===== config.mk =====
export PLATFORM = sky130hd
export DESIGN_NAME = uart_frame_rx
export DESIGN_NICKNAME = d
export VERILOG_FILES = /design/src/rtl/uart_frame_rx.sv
export SDC_FILE = /design/constraint.sdc
export NUM_CORES = 1
export LEC_CHECK = 0
export BUFFER_PORTS_ARGS = -buffer_cell sky130_fd_sc_hd__buf_4
export CAP_MARGIN = 15
export CORE_UTILIZATION = 55
export CTS_CLUSTER_DIAMETER = 60
export DETAILED_ROUTE_END_ITERATION = 6
export PLACE_DENSITY = 0.76
export REMOVE_ABC_BUFFERS = 1
export SYNTH_ARGS = -nofsm -noshare
export SYNTH_HDL_FRONTEND = slang
export SYNTH_SLANG_ARGS = --single-unit

===== constraint.sdc =====
create_clock -name Clk -period 3.65 [get_ports Clk]
set_input_delay 0.365 -clock Clk [delete_from_list [all_inputs] [get_ports Clk]]
set_output_delay 0.365 -clock Clk [all_outputs]
set_load 0.01 [all_outputs]

===== src/rtl/uart_frame_rx.sv =====
// rtl/uart_frame_rx.sv - configurable oversampling UART receiver with parity, stop-bit and break checks
// Delivers one word per frame on a one-cycle Rx_Done pulse with per-frame error flags.
module uart_frame_rx #(
    parameter int CLOCK_FREQ = 50_000_000,
    parameter int BAUD       = 115200,
    parameter int DATA_BITS  = 8,
    parameter int PARITY     = 0,
    parameter int STOP_BITS  = 1,
    parameter int OVERSAMPLE = 16
) (
    input  logic                 Clk,
    input  logic                 Reset_n,
    input  logic                 uart_rx,
    output logic                 Rx_Done,
    output logic [DATA_BITS-1:0] Rx_Data,
    output logic                 Frame_Error,
    output logic                 Parity_Error,
    output logic                 Break_Detect
);

    localparam int DIV   = (CLOCK_FREQ + (BAUD * OVERSAMPLE) / 2) / (BAUD * OVERSAMPLE);
    localparam int DIV_W = (DIV > 1) ? $clog2(DIV) : 1;
    localparam int OS_W  = $clog2(OVERSAMPLE);
    localparam int H     = OVERSAMPLE / 2;

    localparam logic [DIV_W-1:0] DIV_LAST  = DIV_W'(DIV - 1);
    localparam logic [OS_W-1:0]  T_S0      = OS_W'(H - 1);
    localparam logic [OS_W-1:0]  T_S1      = OS_W'(H);
    localparam logic [OS_W-1:0]  T_VOTE    = OS_W'(H + 1);
    localparam logic [OS_W-1:0]  T_END     = OS_W'(OVERSAMPLE - 1);
    localparam logic [OS_W-1:0]  LAST_DATA = OS_W'(DATA_BITS - 1);
    localparam logic [OS_W-1:0]  LAST_STOP = OS_W'(STOP_BITS - 1);
    localparam logic             PAR_ODD   = (PARITY == 1);

    typedef enum logic [2:0] {
        S_IDLE, S_START, S_DATA, S_PARITY, S_STOP, S_WAIT_IDLE
    } state_t;

    state_t state_q, state_d;

    logic                 sync1_q, rx_s_q, rx_prev_q;
    logic [DIV_W-1:0]     div_q, div_d;
    logic [OS_W-1:0]      os_q, os_d;
    logic [OS_W-1:0]      bit_q, bit_d;
    logic [1:0]           smp_q, smp_d;
    logic [DATA_BITS-1:0] shift_q, shift_d;
    logic                 ferr_q, ferr_d;
    logic                 perr_q, perr_d;
    logic                 pbit_q, pbit_d;
    logic                 done_q, done_d;
    logic [DATA_BITS-1:0] data_q, data_d;
    logic                 fe_q, fe_d;
    logic                 pe_q, pe_d;
    logic                 bd_q, bd_d;

    logic running, tick, fall, vote_pt, bit_end, vote, stop_err, last_stop;

    assign running   = (state_q == S_START) || (state_q == S_DATA) ||
                       (state_q == S_PARITY) || (state_q == S_STOP);
    assign tick      = running && (div_q == DIV_LAST);
    assign fall      = rx_prev_q & ~rx_s_q;
    assign vote_pt   = tick && (os_q == T_VOTE);
    assign bit_end   = tick && (os_q == T_END);
    // Third sample is taken live at the vote tick, so no extra cycle of latency.
    assign vote      = (smp_q[0] & smp_q[1]) | (smp_q[0] & rx_s_q) | (smp_q[1] & rx_s_q);
    assign stop_err  = ferr_q | ~vote;
    assign last_stop = (state_q == S_STOP) && (bit_q == LAST_STOP) && vote_pt;

    always_ff @(posedge Clk or negedge Reset_n) begin
        if (!Reset_n) begin
            state_q <= S_IDLE;
        end else begin
            state_q <= state_d;
        end
    end

    always_comb begin
        state_d = state_q;
        case (state_q)
            S_IDLE:      if (fall) state_d = S_START;
            S_START: begin
                if (vote_pt && vote) begin
                    state_d = S_IDLE;
                end else if (bit_end) begin
                    state_d = S_DATA;
                end
            end
            S_DATA: begin
                if (bit_end && (bit_q == LAST_DATA)) begin
                    state_d = (PARITY != 0) ? S_PARITY : S_STOP;
                end
            end
            S_PARITY:    if (bit_end) state_d = S_STOP;
            // A clean frame rearms at mid-stop so a following start bit is never missed.
            S_STOP:      if (last_stop) state_d = stop_err ? S_WAIT_IDLE : S_IDLE;
            S_WAIT_IDLE: if (rx_s_q) state_d = S_IDLE;
            default:     state_d = S_IDLE;
        endcase
    end

    always_comb begin
        div_d   = '0;
        os_d    = os_q;
        bit_d   = bit_q;
        smp_d   = smp_q;
        shift_d = shift_q;
        ferr_d  = ferr_q;
        perr_d  = perr_q;
        pbit_d  = pbit_q;
        done_d  = 1'b0;
        data_d  = data_q;
        fe_d    = fe_q;
        pe_d    = pe_q;
        bd_d    = bd_q;

        if (state_q == S_IDLE) begin
            os_d   = '0;
            bit_d  = '0;
            ferr_d = 1'b0;
            perr_d = 1'b0;
            pbit_d = 1'b0;
        end

        if (running) begin
            div_d = tick ? '0 : div_q + DIV_W'(1);
        end

        if (tick) begin
            os_d = (os_q == T_END) ? '0 : os_q + OS_W'(1);
            if (os_q == T_S0) smp_d[0] = rx_s_q;
            if (os_q == T_S1) smp_d[1] = rx_s_q;
        end

        case (state_q)
            S_START: if (bit_end) bit_d = '0;
            S_DATA: begin
                if (vote_pt) shift_d = {vote, shift_q[DATA_BITS-1:1]};
                if (bit_end) bit_d = (bit_q == LAST_DATA) ? '0 : bit_q + OS_W'(1);
            end
            S_PARITY: begin
                if (vote_pt) begin
                    perr_d = (^shift_q) ^ vote ^ PAR_ODD;
                    pbit_d = vote;
                end
            end
            S_STOP: begin
                if (vote_pt) ferr_d = stop_err;
                if (last_stop) begin
                    done_d = 1'b1;
                    data_d = shift_q;
                    fe_d   = stop_err;
                    pe_d   = perr_q;
                    bd_d   = stop_err & ~(|shift_q) & ~pbit_q;
                end else if (bit_end) begin
                    bit_d = bit_q + OS_W'(1);
                end
            end
            default: ;
        endcase
    end

    always_ff @(posedge Clk or negedge Reset_n) begin
        if (!Reset_n) begin
            sync1_q   <= 1'b1;
            rx_s_q    <= 1'b1;
            rx_prev_q <= 1'b1;
            div_q     <= '0;
            os_q      <= '0;
            bit_q     <= '0;
            smp_q     <= '0;
            shift_q   <= '0;
            ferr_q    <= 1'b0;
            perr_q    <= 1'b0;
            pbit_q    <= 1'b0;
            done_q    <= 1'b0;
            data_q    <= '0;
            fe_q      <= 1'b0;
            pe_q      <= 1'b0;
            bd_q      <= 1'b0;
        end else begin
            sync1_q   <= uart_rx;
            rx_s_q    <= sync1_q;
            rx_prev_q <= rx_s_q;
            div_q     <= div_d;
            os_q      <= os_d;
            bit_q     <= bit_d;
            smp_q     <= smp_d;
            shift_q   <= shift_d;
            ferr_q    <= ferr_d;
            perr_q    <= perr_d;
            pbit_q    <= pbit_d;
            done_q    <= done_d;
            data_q    <= data_d;
            fe_q      <= fe_d;
            pe_q      <= pe_d;
            bd_q      <= bd_d;
        end
    end

    assign Rx_Done      = done_q;
    assign Rx_Data      = data_q;
    assign Frame_Error  = fe_q;
    assign Parity_Error = pe_q;
    assign Break_Detect = bd_q;

endmodule


* Word level (Yosys, flattened, before mapping)
Index checks and enable logic that the tools add are counted.
Cells by class: $add $sub $neg 3, multiply operators 0, div/mod/pow operators 0, magnitude comparators 0, equality and inequality tests 17, shift-type cells 0, multiplexer cells 32, bitwise operators 14, reductions and logical operators 20
Operator list (count):
- 2-to-1 mux 4 bit | 9
- 2-to-1 mux 3 bit | 8
- case mux 3 bit (6 select lines) | 1
- equality test 4 bit (second input constant) | 3
- case mux 4 bit (3 select lines) | 1
- 2-to-1 mux 1 bit | 11
- 2-to-1 mux 5 bit | 2
- adder 4 x 1 -> 4 bit (second input constant) | 2
- equality test 4 x 3 -> 1 bit (second input constant) | 2
- != test 2 bit (second input constant) | 4
- AND reduction 2 bit | 4
- OR reduction 8 bit | 1
- XOR reduction 8 bit | 1
- logical AND 1 bit | 7
- AND 1 bit | 6
- equality test 3 x 2 -> 1 bit (second input constant) | 2
- equality test 3 bit (second input constant) | 2
- AND reduction 6 bit | 1
- adder 5 x 1 -> 5 bit (second input constant) | 1
- equality test 5 bit (second input constant) | 1
- logical NOT 4 bit | 1
- inverter 1 bit | 4
- equality test 3 x 1 -> 1 bit (second input constant) | 1
- logical NOT 3 bit | 1
- other kinds (6) | 10
Word-level totals: bits in registers 44, bits in latches 0, bits in writable memories 0, bits in read-only memories 0, input port bits 3, memories kept 0

* Depth between registers and ports, before layout
depth in word-level cells 9, gate-level depth with buffers 9

* Worst setup path after synthesis
Ideal clock, no wire load.
path type reg2reg, start register div_q[0], end register smp_q[0], arrival time 1.774 ns, path slack 1.751 ns, cell stages (with the launch flop) 10, period minus slack after synthesis 1.899 ns, path through dfrtp_1 > inv_1 > ha_1 > and4b_1 > buf_4 > and3_4 > buf_6 > nand2_4 > nor3b_2 > mux2_4
On the way: word-level cells in the longest chain between the ends 3
Ends and longest elaborated chain:
- start, declared | RTL line 42 | logic [DIV_W-1:0] div_q, div_d;
- start signal, assigned | RTL line 184 | div_q <= div_d;
- equality test 5 bit | RTL line 60 | assign tick = running && (div_q == DIV_LAST);
- logical AND 1 bit | RTL line 60
- AND reduction 2 bit (no source line)
- end signal, assigned | RTL line 187 | smp_q <= smp_d;
- end, declared | RTL line 45 | logic [1:0] smp_q, smp_d;
Every way passes these cells. A chain may end at the register's enable or synchronous reset.

* Final worst setup path
start register div_q[0], end register data_q[0], in the netlist Rx_Data[0]
On the way: word-level cells in the longest chain between the ends 5
Ends and longest elaborated chain:
- equality test 5 bit | RTL line 60
- logical AND 1 bit | RTL line 60
- logical AND 1 bit | RTL line 62 | assign vote_pt = tick && (os_q == T_VOTE);
- logical AND 1 bit | RTL line 67 | assign last_stop = (state_q == S_STOP) && (bit_q == LAST_STOP) && vote_pt;
- AND reduction 2 bit (no source line)
- end signal, assigned | RTL line 193 | data_q <= data_d;
- end, declared | RTL line 51 | logic [DATA_BITS-1:0] data_q, data_d;
Every way passes these cells.

==> impl_metrics.toml <==
[cells_and_area]
drive_above_1_share = 0.177
layout-area-overhead-vs-synth_pct = 9.27
antenna-diode-count = 0
stdcell_count = 276
utilization = 0.633
nNetsFinal = 239
final_cell_mix = "dfrtp_1 (41), inv_1 (16), nor2_1 (14), buf_4 (14)"
fillers = 326
final_common_cell = "dfrtp_1"

[clock_network]
clock_latency_ns = 0.30
post-cts-setup-buffers = 0
cts_buffer_depth = 2
cts.htree.levels = 2
ctsHoldBuffers = 0
cts_root_buf = "clkbuf_8"
cts_sinks = 44
cts_buffers = 5
cts-resized-gates = 0
clk_pin_slew_worst_paths_ns = 0.08
cts_tree = "built"

[synthesis]
ys_seq_area_frac = 0.470
synth_cells = 212
synth_flop_cell = "dfrtp_1"
yosysWarnings = 0
synth_edf_count = 0
synthArstFlopShare = 1.00
synth-seq-cells = 44
netlist_area_um2 = 2350
avgSynthCellArea_um2 = 11.1
synth.distinct_cells = 57

[floorplan]
num_rows = 23
core_um2 = 4060
die_h_um = 67.4
ios = 15
die_area_um2 = 4540
dieWidth_um = 67.4
start_util = 0.579

[sta]
hold_ws_ns = 0.0450
slew_headroom = 0.587
fin_worst_skew_ns = 0.00540
finalHoldViolCount = 0
post-route-period-util = 0.598
max_freq_mhz = 458
slew_viol_final = 0
tns_ns = 0
grt_setup_unrepaired = "false"
setup_viol = 0
layout_min_cycle_time_ns = 2.18
tightest_slew_ns = 0.620

[power]
p_int_mw = 0.719
power_switching_mw = 0.272
clockPowerShare = 0.324
leakage_nw = 1.17
sequentialPowerShare = 0.570
netSwitchingFraction = 0.275
ir_drop_v = 0.000295
power_density_nw_per_um2 = 386
pwr-share-comb = 0.106

[setup_path]
r2r_cells = 5
r2r_slack_ns = 1.47
reg2reg_to = "Rx_Data[0]"
cp-end-kind = "flop"
crit_start = "div_q[0]"
cp-start-kind = "flop"
required_ns = 3.83
path_class = "flop to flop"
worstReg2RegStart = "div_q[0]"
path_max_fanout = 14
critPathArrivalTime_ns = 2.36

[place]
port_buffers = 14
place_inst = 268
gp_congestion = 0.841
dp_hpwl_mm = 2.89

[hold_path]
min_path_type = "input pin to asynchronous set/reset pin"

[routing]
wire_per_inst_um = 14.7
drt-initial-drc-count = 87
antenna_left = 0
drc = 0
routed_wl_mm = 4.06
drt-pass1-iter-count = 4
viasPerCell = 5.72
dr_total_vias = 1580

[grt]
grt_max_degree = 45
grt-ovfl-total = 0
grt_antenna_before_repair = 0
grt_pass1_vias = 1424
grt_pass1_wl_mm = 6.76
grt_util_all_layers = 0.205

[status]
outcome = "completed"

[run]
cap_violations = 0
worst max path at each step:
stage	endpoint	slack (ns)
4_1_cts	Rx_Data[0]	1.41
6_report	Rx_Data[0]	1.47
3_5_place_dp	Rx_Data[0]	1.42
3_3_place_gp	Rx_Data[1]	1.53
2_1_floorplan	Break_Detect	1.76
5_1_grt	bit_q[0]	1.28
cell usage after synthesis, drive strengths merged (2+ instances only):
cell      n  area (µm²)
a31oi     3        18.8
nand2b    3        18.8
a21oi     9        45.0
o21ai     6        30.0
or3       2        17.5
inv      17        63.8
nor3b     3        32.5
o211ai    3        22.5
mux2     12         139
nand2    10        45.0
xor2      2        17.5
xnor2     6        52.6
nand4b    2        32.5
dfstp     3        78.8
nor2     16        75.1
o311ai    3        26.3
ha       11         138
dfrtp    41        1030
clkbuf    3        11.3
nand3    10        60.1
o22ai     2        12.5
o2bb2ai   2        17.5
a22o      5        43.8
mux2i     8        80.1
buf       5        36.3
and2      2        12.5
nor3      3        15.0
o31ai     2        15.0
nand3b    2        15.0
sequential cells by signal, indices dropped and copies added (netlist names):
signal	cells
sync1_q	1
div_q	5
rx_prev_q	1
perr_q	1
Break_Detect	1
ferr_q	1
Rx_Done	1
Parity_Error	1
os_q	4
bit_q	4
rx_s_q	1
Frame_Error	1
shift_q	8
smp_q	2
state_q	3
pbit_q	1
Rx_Data	8
power by group through the flow:
stage	logic [mW]	registers (mW)	clock network, mW
2_1_floorplan	0.0805	0.563	0
4_1_cts	0.106	0.565	0.330
3_3_place_gp	0.104	0.571	0
3_5_place_dp	0.106	0.574	0
6_report	0.105	0.565	0.321
5_1_grt	0.122	0.571	0.348
cell families after synthesis:
kind of cell	count (synthesis)	share of synthesized area
AOI/OAI and AO/OA	43	0.134
xor gates and xnor gates	8	0.0298
adders and majority gates	12	0.0628
buffers and inverters	25	0.0474
DFF	44	0.470
muxes	20	0.0932
and+or+nand+nor	60	0.163
stage by stage:
stage | area [µm²] | setup slack [ns] | power, mW
CTS | 2570 | 1.41 | 1.00
detailed placement | 2470 | 1.42 | 0.680
floorplan | 2300 | 1.76 | 0.644
global placement | 2470 | 1.53 | 0.675
finish | 2570 | 1.47 | 0.991
global route | 2570 | 1.28 | 1.04
routing by layer:
layer | track usage | vias to the layer above | routed length [µm]
li1 | - | 788 | -
met2 | 0.301 | 29 | 1750
met1 | 0.293 | 756 | 2110
met5 | 0 | - | 0
met3 | 0.0456 | 7 | 131
met4 | 0.0798 | 0 | 66
worst max-delay path: stages (launching register included):
cell and delay (ns):
dfrtp_1 0.41, inv_1 0.07, ha_1 0.21, and4b_1 0.36
and4_1 0.62, mux2_1 0.39
cell type report:
| class | instances | area, µm² | area share |
|---|---|---|---|
| clock buffers | 6 | 82.6 | 0.0322 |
| clock inverters | 2 | 15.0 | 0.00585 |
| inverters | 17 | 63.8 | 0.0249 |
| multi-input cells | 143 | 1130 | 0.442 |
| flip-flops and latches | 44 | 1100 | 0.430 |
| well taps | 50 | 62.6 | 0.0244 |
| repair buffers | 14 | 105 | 0.0409 |
Power figures use the tool's default switching activity.
